**src/rtl/branch_target_buffer.sv**
```systemverilog
// branch_target_buffer: direct-mapped BTB with combinational lookup, same-cycle bypass and saturating stats
module branch_target_buffer #(
  parameter int NUM_ENTRIES = 16
) (
  input  logic        clk,
  input  logic        rst,
  input  logic [31:0] if_pc,
  output logic        btb_hit,
  output logic [31:0] btb_target,
  input  logic        ex_valid,
  input  logic [6:0]  ex_opcode,
  input  logic        ex_br_en,
  input  logic [31:0] ex_pc,
  input  logic [31:0] ex_target,
  input  logic        stall,
  input  logic        flush_all,
  output logic [31:0] hit_count,
  output logic [31:0] update_count
);
  localparam int IDX = $clog2(NUM_ENTRIES);
  localparam int TW = 30 - IDX;
  localparam logic [6:0] OP_BR = 7'b1100011;
  localparam logic [6:0] OP_JAL = 7'b1101111;
  logic [NUM_ENTRIES-1:0] valid_q;
  logic [TW-1:0] tag_q [NUM_ENTRIES];
  logic [29:0] tgt_q [NUM_ENTRIES];
  logic [31:0] hit_q, hit_d, upd_q, upd_d;
  logic [IDX-1:0] if_idx, ex_idx;
  logic [TW-1:0] if_tag;
  logic upd, byp, hit_raw;
  logic unused;
  assign unused = ^{if_pc[1:0], ex_pc[1:0], ex_target[1:0]};
  assign if_idx = if_pc[IDX+1:2];
  assign ex_idx = ex_pc[IDX+1:2];
  assign if_tag = if_pc[31:IDX+2];
  always_comb begin
    upd = ex_valid & ~stall & ~rst & ~flush_all & (((ex_opcode == OP_BR) & ex_br_en) | (ex_opcode == OP_JAL));
    // a resolving update to the looked-up PC wins before the array is written
    byp = upd & (if_pc[31:2] == ex_pc[31:2]);
    hit_raw = valid_q[if_idx] & (tag_q[if_idx] == if_tag);
    btb_hit = ~rst & (byp | hit_raw);
    btb_target = rst ? 32'h0 : byp ? {ex_target[31:2], 2'b00} : hit_raw ? {tgt_q[if_idx], 2'b00} : 32'h0;
    hit_d = (btb_hit & ~stall & ~&hit_q) ? hit_q + 32'd1 : hit_q;
    upd_d = (upd & ~&upd_q) ? upd_q + 32'd1 : upd_q;
  end
  always_ff @(posedge clk) begin
    if (rst) begin
      valid_q <= '0;
      hit_q <= '0;
      upd_q <= '0;
    end else begin
      hit_q <= hit_d;
      upd_q <= upd_d;
      if (flush_all) valid_q <= '0;
      else if (upd) valid_q[ex_idx] <= 1'b1;
    end
  end
  always_ff @(posedge clk) begin
    if (upd) begin
      tag_q[ex_idx] <= ex_pc[31:IDX+2];
      tgt_q[ex_idx] <= ex_target[31:2];
    end
  end
  assign hit_count = hit_q;
  assign update_count = upd_q;
endmodule

```
**config.mk**
```make
export PLATFORM = sky130hd
export DESIGN_NAME = branch_target_buffer
export DESIGN_NICKNAME = d
export VERILOG_FILES = /design/src/rtl/branch_target_buffer.sv
export SDC_FILE = /design/constraint.sdc
export NUM_CORES = 1
export LEC_CHECK = 0
export CAP_MARGIN = 10
export CORE_UTILIZATION = 50
export CTS_CLUSTER_SIZE = 10
export DETAILED_ROUTE_END_ITERATION = 10
export PLACE_DENSITY = 0.8
export SYNTH_ARGS = -nofsm -noshare
export SYNTH_HDL_FRONTEND = slang
export SYNTH_SLANG_ARGS = --single-unit
```
**constraint.sdc**
```tcl
create_clock -name clk -period 7.1 [get_ports clk]
set_input_delay 1.42 -clock clk [delete_from_list [all_inputs] [get_ports clk]]
set_output_delay 1.42 -clock clk [all_outputs]
set_load 0.01 [all_outputs]
```
==> summary.txt <==
=================================================================================================================
Status                                                                                               finished, final reports clean
Fraction of power spent switching nets                                                                      21.2%
Required time worst endpoint                                                                              5680 ps
Final setup violating endpoints                                                                                 0
Share of flip-flops with an asynchronous set or reset after synthesis                                          0%
Worst-Margin Slew                                                                                         1110 ps
NetSw                                                                                                     2500 µW
Worst Hold Slack                                                                                           467 ps
CTS tree                                                                                                    built
Maximum buffer depth of the clock tree                                                                          3
Max Fclk                                                                                                  144 MHz
Register cell area after layout                                                                        0.0285 mm²
Overall routed net length                                                                                 99.9 mm
Number of distinct library cell variants in the gate-level netlist after synthesis                             72
Pin count of the biggest net entering global routing                                                           79
Total of cells resized after clock tree synthesis                                                               0
Via-to-Cell Ratio                                                                                            6.34
GRT Total Usage                                                                                             25.1%
Final critical path time including I/O delays and setup                                                   6930 ps
First-pass GRT wire length                                                                                 145 mm
Net count, final                                                                                            2,467
Initial standard-cell utilization of the core                                                               50.7%
Setup_tns                                                                                                    0 ps
Vias post-DR                                                                                               21,800
Total CTS buffers                                                                                             108
Core Footprint                                                                                         0.0777 mm²
Area occupied by multi-input gates                                                                     0.0104 mm²
Depth of the worst hold-timing path                                                                             1
Via count of the first global-routing pass                                                                 22,100
TritonCTS sink count                                                                                          976
Post-synthesis simple-gate area fraction                                                                    5.01%
CTS Hold Bufs                                                                                                   0
Number of cells traversed by the worst register-to-register path                                                9
Most common library cells after synthesis                                                            edfxtp_1, mux4_2, nand2_1, mux2i_1, nor2_1
Multiplexer area fraction after synthesis                                                                   16.0%
First-pass iteration count of the detailed router                                                               5
FP Rows                                                                                                       102
Post-Route Utilization                                                                                      59.3%
Count of fill cells added during filler insertion                                                           5,398
WS Path Type                                                                                         input pin to primary output
Primary flip-flop cell chosen by synthesis mapping                                                       edfxtp_1
Count of flip-flops with a built-in enable after synthesis                                                    896
Final Wtd Congestion                                                                                        0.880
Complex-gate fraction of the synthesized area                                                               2.87%
Startpoint types                                                                                        input pin
Sequential cell area fraction in the yosys report                                                           72.3%
YS warnings                                                                                                     0
Share of power burned in the clock network                                                                  41.7%
Number of antenna violations at the first check in global routing                                               6
Clock latency reported for the late side of the worst-skew pair                                            690 ps
Cell leakage power                                                                                      0.0146 µW
DP Area                                                                                                0.0430 mm²
Critical path peak fanout                                                                                      28
H-tree depth reported by CTS                                                                                    3
Postcts setup bufs                                                                                              0
R2R setup slack                                                                                           2960 ps
Worst min-delay path startpoint                                                                      valid_q[3]$_SDFFE_PP0N_
Most frequent cell after synthesis                                                                       edfxtp_1
Post-CTS clock slew at the launch and capture registers of the worst setup and hold paths                   60 ps
Worst supply voltage drop on vdd                                                                           221 µV
Max transition margin                                                                                       25.9%
Fraction of final layout cells with drive strength greater than 1                                           19.8%
Antenna-violating nets left                                                                                     0
Xor/xnor share of the synthesized area                                                                      2.11%
Fin crit share                                                                                              97.7%
Data arrival time of the worst path                                                                       5510 ps
FF-to-FF End                                                                                         hit_count[19]$_SDFFE_PP0P_
Netlist area before placement                                                                          0.0394 mm²
Final-report hold violation count                                                                               0
Buffer type at the clock tree root                                                                      clkbuf_16
Die area                                                                                               0.0800 mm²
Endpoint kind of the worst setup timing path                                                         primary output
Number of top-level pins                                                                                      206
Portion of synthesized cell area occupied by the leading cell type                                          68.2%
Number of instances in the synthesized netlist                                                              2,090
Cell-internal power                                                                                       9300 µW
Post-synthesis sequential element count                                                                       976
Combinational group share of total power                                                                     5.2%
Top area cells in the synthesized netlist                                                            edfxtp_1, mux4_2, dfxtp_1
Reg-to-reg startpoint                                                                                tag_q[7][13]$_DFFE_PP_
Min-delay worst type                                                                                 flop to flop
Synthesized area per cell                                                                                18.9 µm²
Terminating pin of the worst hold path                                                               valid_q[3]$_SDFFE_PP0N_
Chip height                                                                                                283 µm
Largest area contributor in the netlist                                                                  edfxtp_1
Finished layout cell area                                                                              0.0461 mm²
Post-route clock skew                                                                                     59.1 ps
Buffers added on ports                                                                                        197
Die width                                                                                                  283 µm
Number of violations of the max-capacitance limit                                                               0
Routed wire length per instance                                                                           29.1 µm
Arithmetic-cell share of the synthesized area counting full adders, half adders and majority gates        0.0635%
Number of max-slew violations in the final report                                                               0
Power density of the placed cells                                                                      256 mW/mm²
DPL Wire Length                                                                                           54.4 mm
Largest family of logic cells by synthesized area                                                    multiplexers
Setup repair after global routing missed its margin                                                         false
Starting DRT DRC Count                                                                                      2,503
Layout overhead on the synthesized area                                                                     16.8%
DRC viols                                                                                                       0
Sequential fraction of design power                                                                         53.2%
GR Overflow Total                                                                                               0
=================================================================================================================
[logic make-up after synthesis]
family,Yosys count
adders and majority gates,2
buffers and inverters,125
other,1
AOI/OAI and AO/OA,166
and+or+nand+nor,384
xor gates and xnor gates,95
DFF,976
muxes,341
[worst max-delay path: stages]
cell,delay [ps]
clkbuf_8,300
buf_12,290
mux4_2,600
a22o_1,270
a221oi_2,200
xor2_1,280
nand4_1,180
or4_1,470
nor3_1,210
buf_4,180
o21ai_4,110
buf_12,190
a21oi_1,190
clkdlybuf4s50_1,580
[metal layers]
metal | GRT usage, % | part of all wire, %
met1 | 32.2 | 37
met2 | 41.9 | 50
met3 | 5.57 | 9.1
met4 | 9.47 | 3.9
met5 | 0 | 0.041
[worst max-delay path by stage]
stage,end,slack [ps],start,cells after the start
2_1_floorplan,tag_q[10][0]$_DFFE_PP_,1270,rst,7
3_3_place_gp,btb_target[13],160,if_pc[4],16
3_5_place_dp,btb_target[13],180,if_pc[2],12
4_1_cts,btb_target[13],90,if_pc[2],12
5_1_grt,btb_target[13],2,if_pc[4],14
6_report,btb_target[13],170,if_pc[4],14
[cells in the final DEF, fill, tap and decap left out, types with 4 or more instances in the layout]
cell             netlist  routed
clkbuf_16              0     108
nor2_1                84      72
or3_1                 22      22
nor3_4                 0       4
a21oi_1               54      54
o21a_1                18      18
mux2_2                23      23
and4_1                 9       9
xnor2_1               58      58
a31oi_1                5       5
nor2b_1               22      22
o2111ai_1              5       5
nand2b_1               6       6
buf_12                 0      19
and3_1                14      14
a22o_1                 9       9
a211oi_1               4       4
nand3_1               33      33
nand2_1              100     100
nor2_4                 1      13
and2_1                10      10
dfxtp_1               80      80
inv_1                 17      17
clkdlybuf4s50_1        0     192
mux2i_1               88      88
nand4_1               21      21
xor2_1                37      37
nor3_1                20      15
buf_4                 13      44
mux4_2               230     230
nand3b_1               4       4
o21ai_0               21      21
o211ai_1               5       5
edfxtp_1             896     896
or4_1                  8       8
clkbuf_1              53      31
clkinv_16              0       6
nor4_1                 9       9
a22oi_1               15      15
[area by class of cell]
type	count	area share [%]
flip-flops and latches	976	61.9
multi-input cells	990	22.7
clock buffers	139	6.12
repair buffers	261	5.85
well taps	1040	2.83
clock inverters	9	0.454
inverters	19	0.155
diodes	3	0.0163
[power by group through the flow]
stage / logic [µW] / registers [µW] / clock network (µW)
detailed placement: 596 / 6390 / 0
global route: 642 / 6270 / 5190
floorplan: 348 / 6390 / 0
global placement: 577 / 6390 / 0
finish: 608 / 6270 / 4920
CTS: 606 / 6270 / 4980
[through the flow]
step / setup WS, ps / instances / total power [µW]
2_1_floorplan: 1270 / 2091 / 6740
3_3_place_gp: 159 / 3286 / 6970
3_5_place_dp: 185 / 3286 / 6990
4_1_cts: 92.6 / 3434 / 11900
5_1_grt: 1.55 / 3435 / 12100
6_report: 167 / 3437 / 11800
[registers in the layout (all words and copies together), names as in the netlist]
register and cells:
hit_count 32, valid_q 16, update_count 32, tgt_q 480, tag_q 416
(Power assumes the default switching activity.)
==> variant: new RTL, config.mk and constraints unchanged <==
Register the input `ex_target` before use, cleared by the reset. The logic sees it one clock later. The other inputs are not delayed to match.
--- a/src/rtl/branch_target_buffer.sv
+++ b/src/rtl/branch_target_buffer.sv
@@ -22,4 +22,15 @@
   localparam logic [6:0] OP_BR = 7'b1100011;
   localparam logic [6:0] OP_JAL = 7'b1101111;
+
+  logic [31:0] ex_target_q;
+
+  always_ff @(posedge clk) begin
+    if (rst) begin
+      ex_target_q <= '0;
+    end else begin
+      ex_target_q <= ex_target;
+    end
+  end
+
   logic [NUM_ENTRIES-1:0] valid_q;
   logic [TW-1:0] tag_q [NUM_ENTRIES];
@@ -30,5 +41,5 @@
   logic upd, byp, hit_raw;
   logic unused;
-  assign unused = ^{if_pc[1:0], ex_pc[1:0], ex_target[1:0]};
+  assign unused = ^{if_pc[1:0], ex_pc[1:0], ex_target_q[1:0]};
   assign if_idx = if_pc[IDX+1:2];
   assign ex_idx = ex_pc[IDX+1:2];
@@ -40,5 +51,5 @@
     hit_raw = valid_q[if_idx] & (tag_q[if_idx] == if_tag);
     btb_hit = ~rst & (byp | hit_raw);
-    btb_target = rst ? 32'h0 : byp ? {ex_target[31:2], 2'b00} : hit_raw ? {tgt_q[if_idx], 2'b00} : 32'h0;
+    btb_target = rst ? 32'h0 : byp ? {ex_target_q[31:2], 2'b00} : hit_raw ? {tgt_q[if_idx], 2'b00} : 32'h0;
     hit_d = (btb_hit & ~stall & ~&hit_q) ? hit_q + 32'd1 : hit_q;
     upd_d = (upd & ~&upd_q) ? upd_q + 32'd1 : upd_q;
@@ -59,5 +70,5 @@
     if (upd) begin
       tag_q[ex_idx] <= ex_pc[31:IDX+2];
-      tgt_q[ex_idx] <= ex_target[31:2];
+      tgt_q[ex_idx] <= ex_target_q[31:2];
     end
   end
Formal check against the unedited RTL: not equivalent (a bounded check fails within 4 cycles, from zero or initial values and one cycle with rst high).
==> variant against the unedited design <==
  * Design area grew 1.6%
  * Global-route usage is 0.85 points lower
  * Worst setup slack improved by 0.012 ns
  * Highest routed layer unchanged
  * Power rose by 3.7%
  * Routed wire length fell by 1.9%
  * Sequential cell count rose by 30
  * Cell count grew 2.0%
  * Area after synthesis is 1.0% higher
  * Clock skew is 0.039 ns lower
  * Worst hold slack got worse by 0.0081 ns
==> variant: results (changes against the unedited design) <==
Global Route met3 Usage 4.880% (-0.69 points); Critical Path Fanout Max 52 (+86%); LEAKAGE 0.01543 uW (+5.5%); DP HPWL 53730 um (-1.3%); mux cell area share after synthesis 15.57% (-0.46 points); Int Power 9664 uW (+4.0%); hold endpoint valid_q[6]; Placer Congestion 0.8549 (-2.8%); GR met2 Demand/Resource 39.91% (-2.0 points); cells after synthesis 2092 (+0.096%); Regs by FF count tgt_q: 480 flops, tag_q: 416 flops; Synth Area in Adders 0.06280% (-0.00065 points); Layout fillers 5496 (+1.8%); Cell variety after synth 64 (-11%); vias in the first global route 22418 (+1.4%); DR WL/cell 27.94 um (-3.8%); Final Hold Viols 0 (unchanged); Layout Nets 2484 (+0.69%); capturing point of the worst reg2reg path hit_count[26]; metal3 WL 8275 um (-9.2%); top cells by area, synth edfxtp_1 (68%), mux4_2 (13%), dfxtp_1 (5.5%); DRT Wirelength 97980 um (-1.9%); crit path capture btb_target[20]; Final Skew 0.02021 ns (-0.03888 ns); FFs w/ async S/R, synth 0% (unchanged); Crit path arrival time 5.50 ns (about the same); Sw Pwr 2571 uW (+2.7%); total CTS buffers 112 (+3.7%); vias per cell 6.206 (-2.1%); fmax 144.5 MHz (+0.17%); max-cap viol count 0 (unchanged); worst reg2reg path depth 11 (+2); synth cell count leaders edfxtp_1 (896), mux4_2 (238), dfxtp_1 (110); share of layout cells above drive strength 1 19.48% (-0.32 points); Reg clk slew, reported paths 0.05 ns; Fin Hold WS 0.4584 ns (-0.008132 ns); DR iter-0 viols 2528 (+1.0%); Largest stage delay, worst path 0.60 ns (about the same); Hold Path Origin valid_q[6]; WL met1 37040 um (+0.82%); number of flops mapped to enable cells by yosys 896 (unchanged); outcome finished clean; Synth Area in Compound Gates 2.792% (-0.083 points); wire length on met2 49360 um (-1.4%); GRT Total Usage 24.21% (-0.85 points); Slew HR 18.33% (-7.6 points); Place WS 0.03519 ns (-0.1497 ns); Inst Count DP 3309 (+0.70%); sequential share of power 53.0% (-0.2 points); peak supply drop 220.4 uV (-0.44%); sequential-to-total area share from yosys stat 73.05% (+0.76 points); reg2reg start tag_q[14][8]; CP max-delay cell clkdlybuf4s50_1; first-pass GRT wire length 144100 um (-0.26%); Synth Area in XOR/XNOR 1.934% (-0.18 points); post_cts resized 1 (+1); R2R setup slack 3.44 ns (+0.48 ns); Clk power 5220 uW (+6.1%); largest net degree at the start of global routing 81 (+2.5%); GRT met1 Usage 32.05% (-0.16 points)
-- variant: cell type report --
cell class	count	area, um^2	area share (%)
sequential	1006	29110	62.22
multi-input combinational	964	10260	21.94
clock buffer	184	3104	6.635
timing repair buffer	273	2765	5.911
tap	1050	1314	2.808
clock inverter	11	161.4	0.3450
inverter	16	61.31	0.1311
antenna	2	5.005	0.01070
-- variant: cells by family after synthesis --
kind of cell / count (synthesis)
muxes: 313
AOI/OAI and AO/OA: 175
xor gates and xnor gates: 88
DFF: 1006
adders and majority gates: 2
and+or+nand+nor: 384
buffers and inverters: 123
other: 1
-- variant: critical path, delay by kind of cell --
kind,cells,cell delay (ns)
muxes,1,0.57
AOI/OAI and AO/OA,4,0.95
and+or+nand+nor,4,0.88
buffers and inverters,5,1.63
-- variant: stage by stage --
step	area [um^2]	util, %
4_1_cts	46770	59.30
3_5_place_dp	43500	55.15
3_3_place_gp	43500	55.15
5_1_grt	46780	59.32
2_1_floorplan	39850	-
6_report	46780	59.32
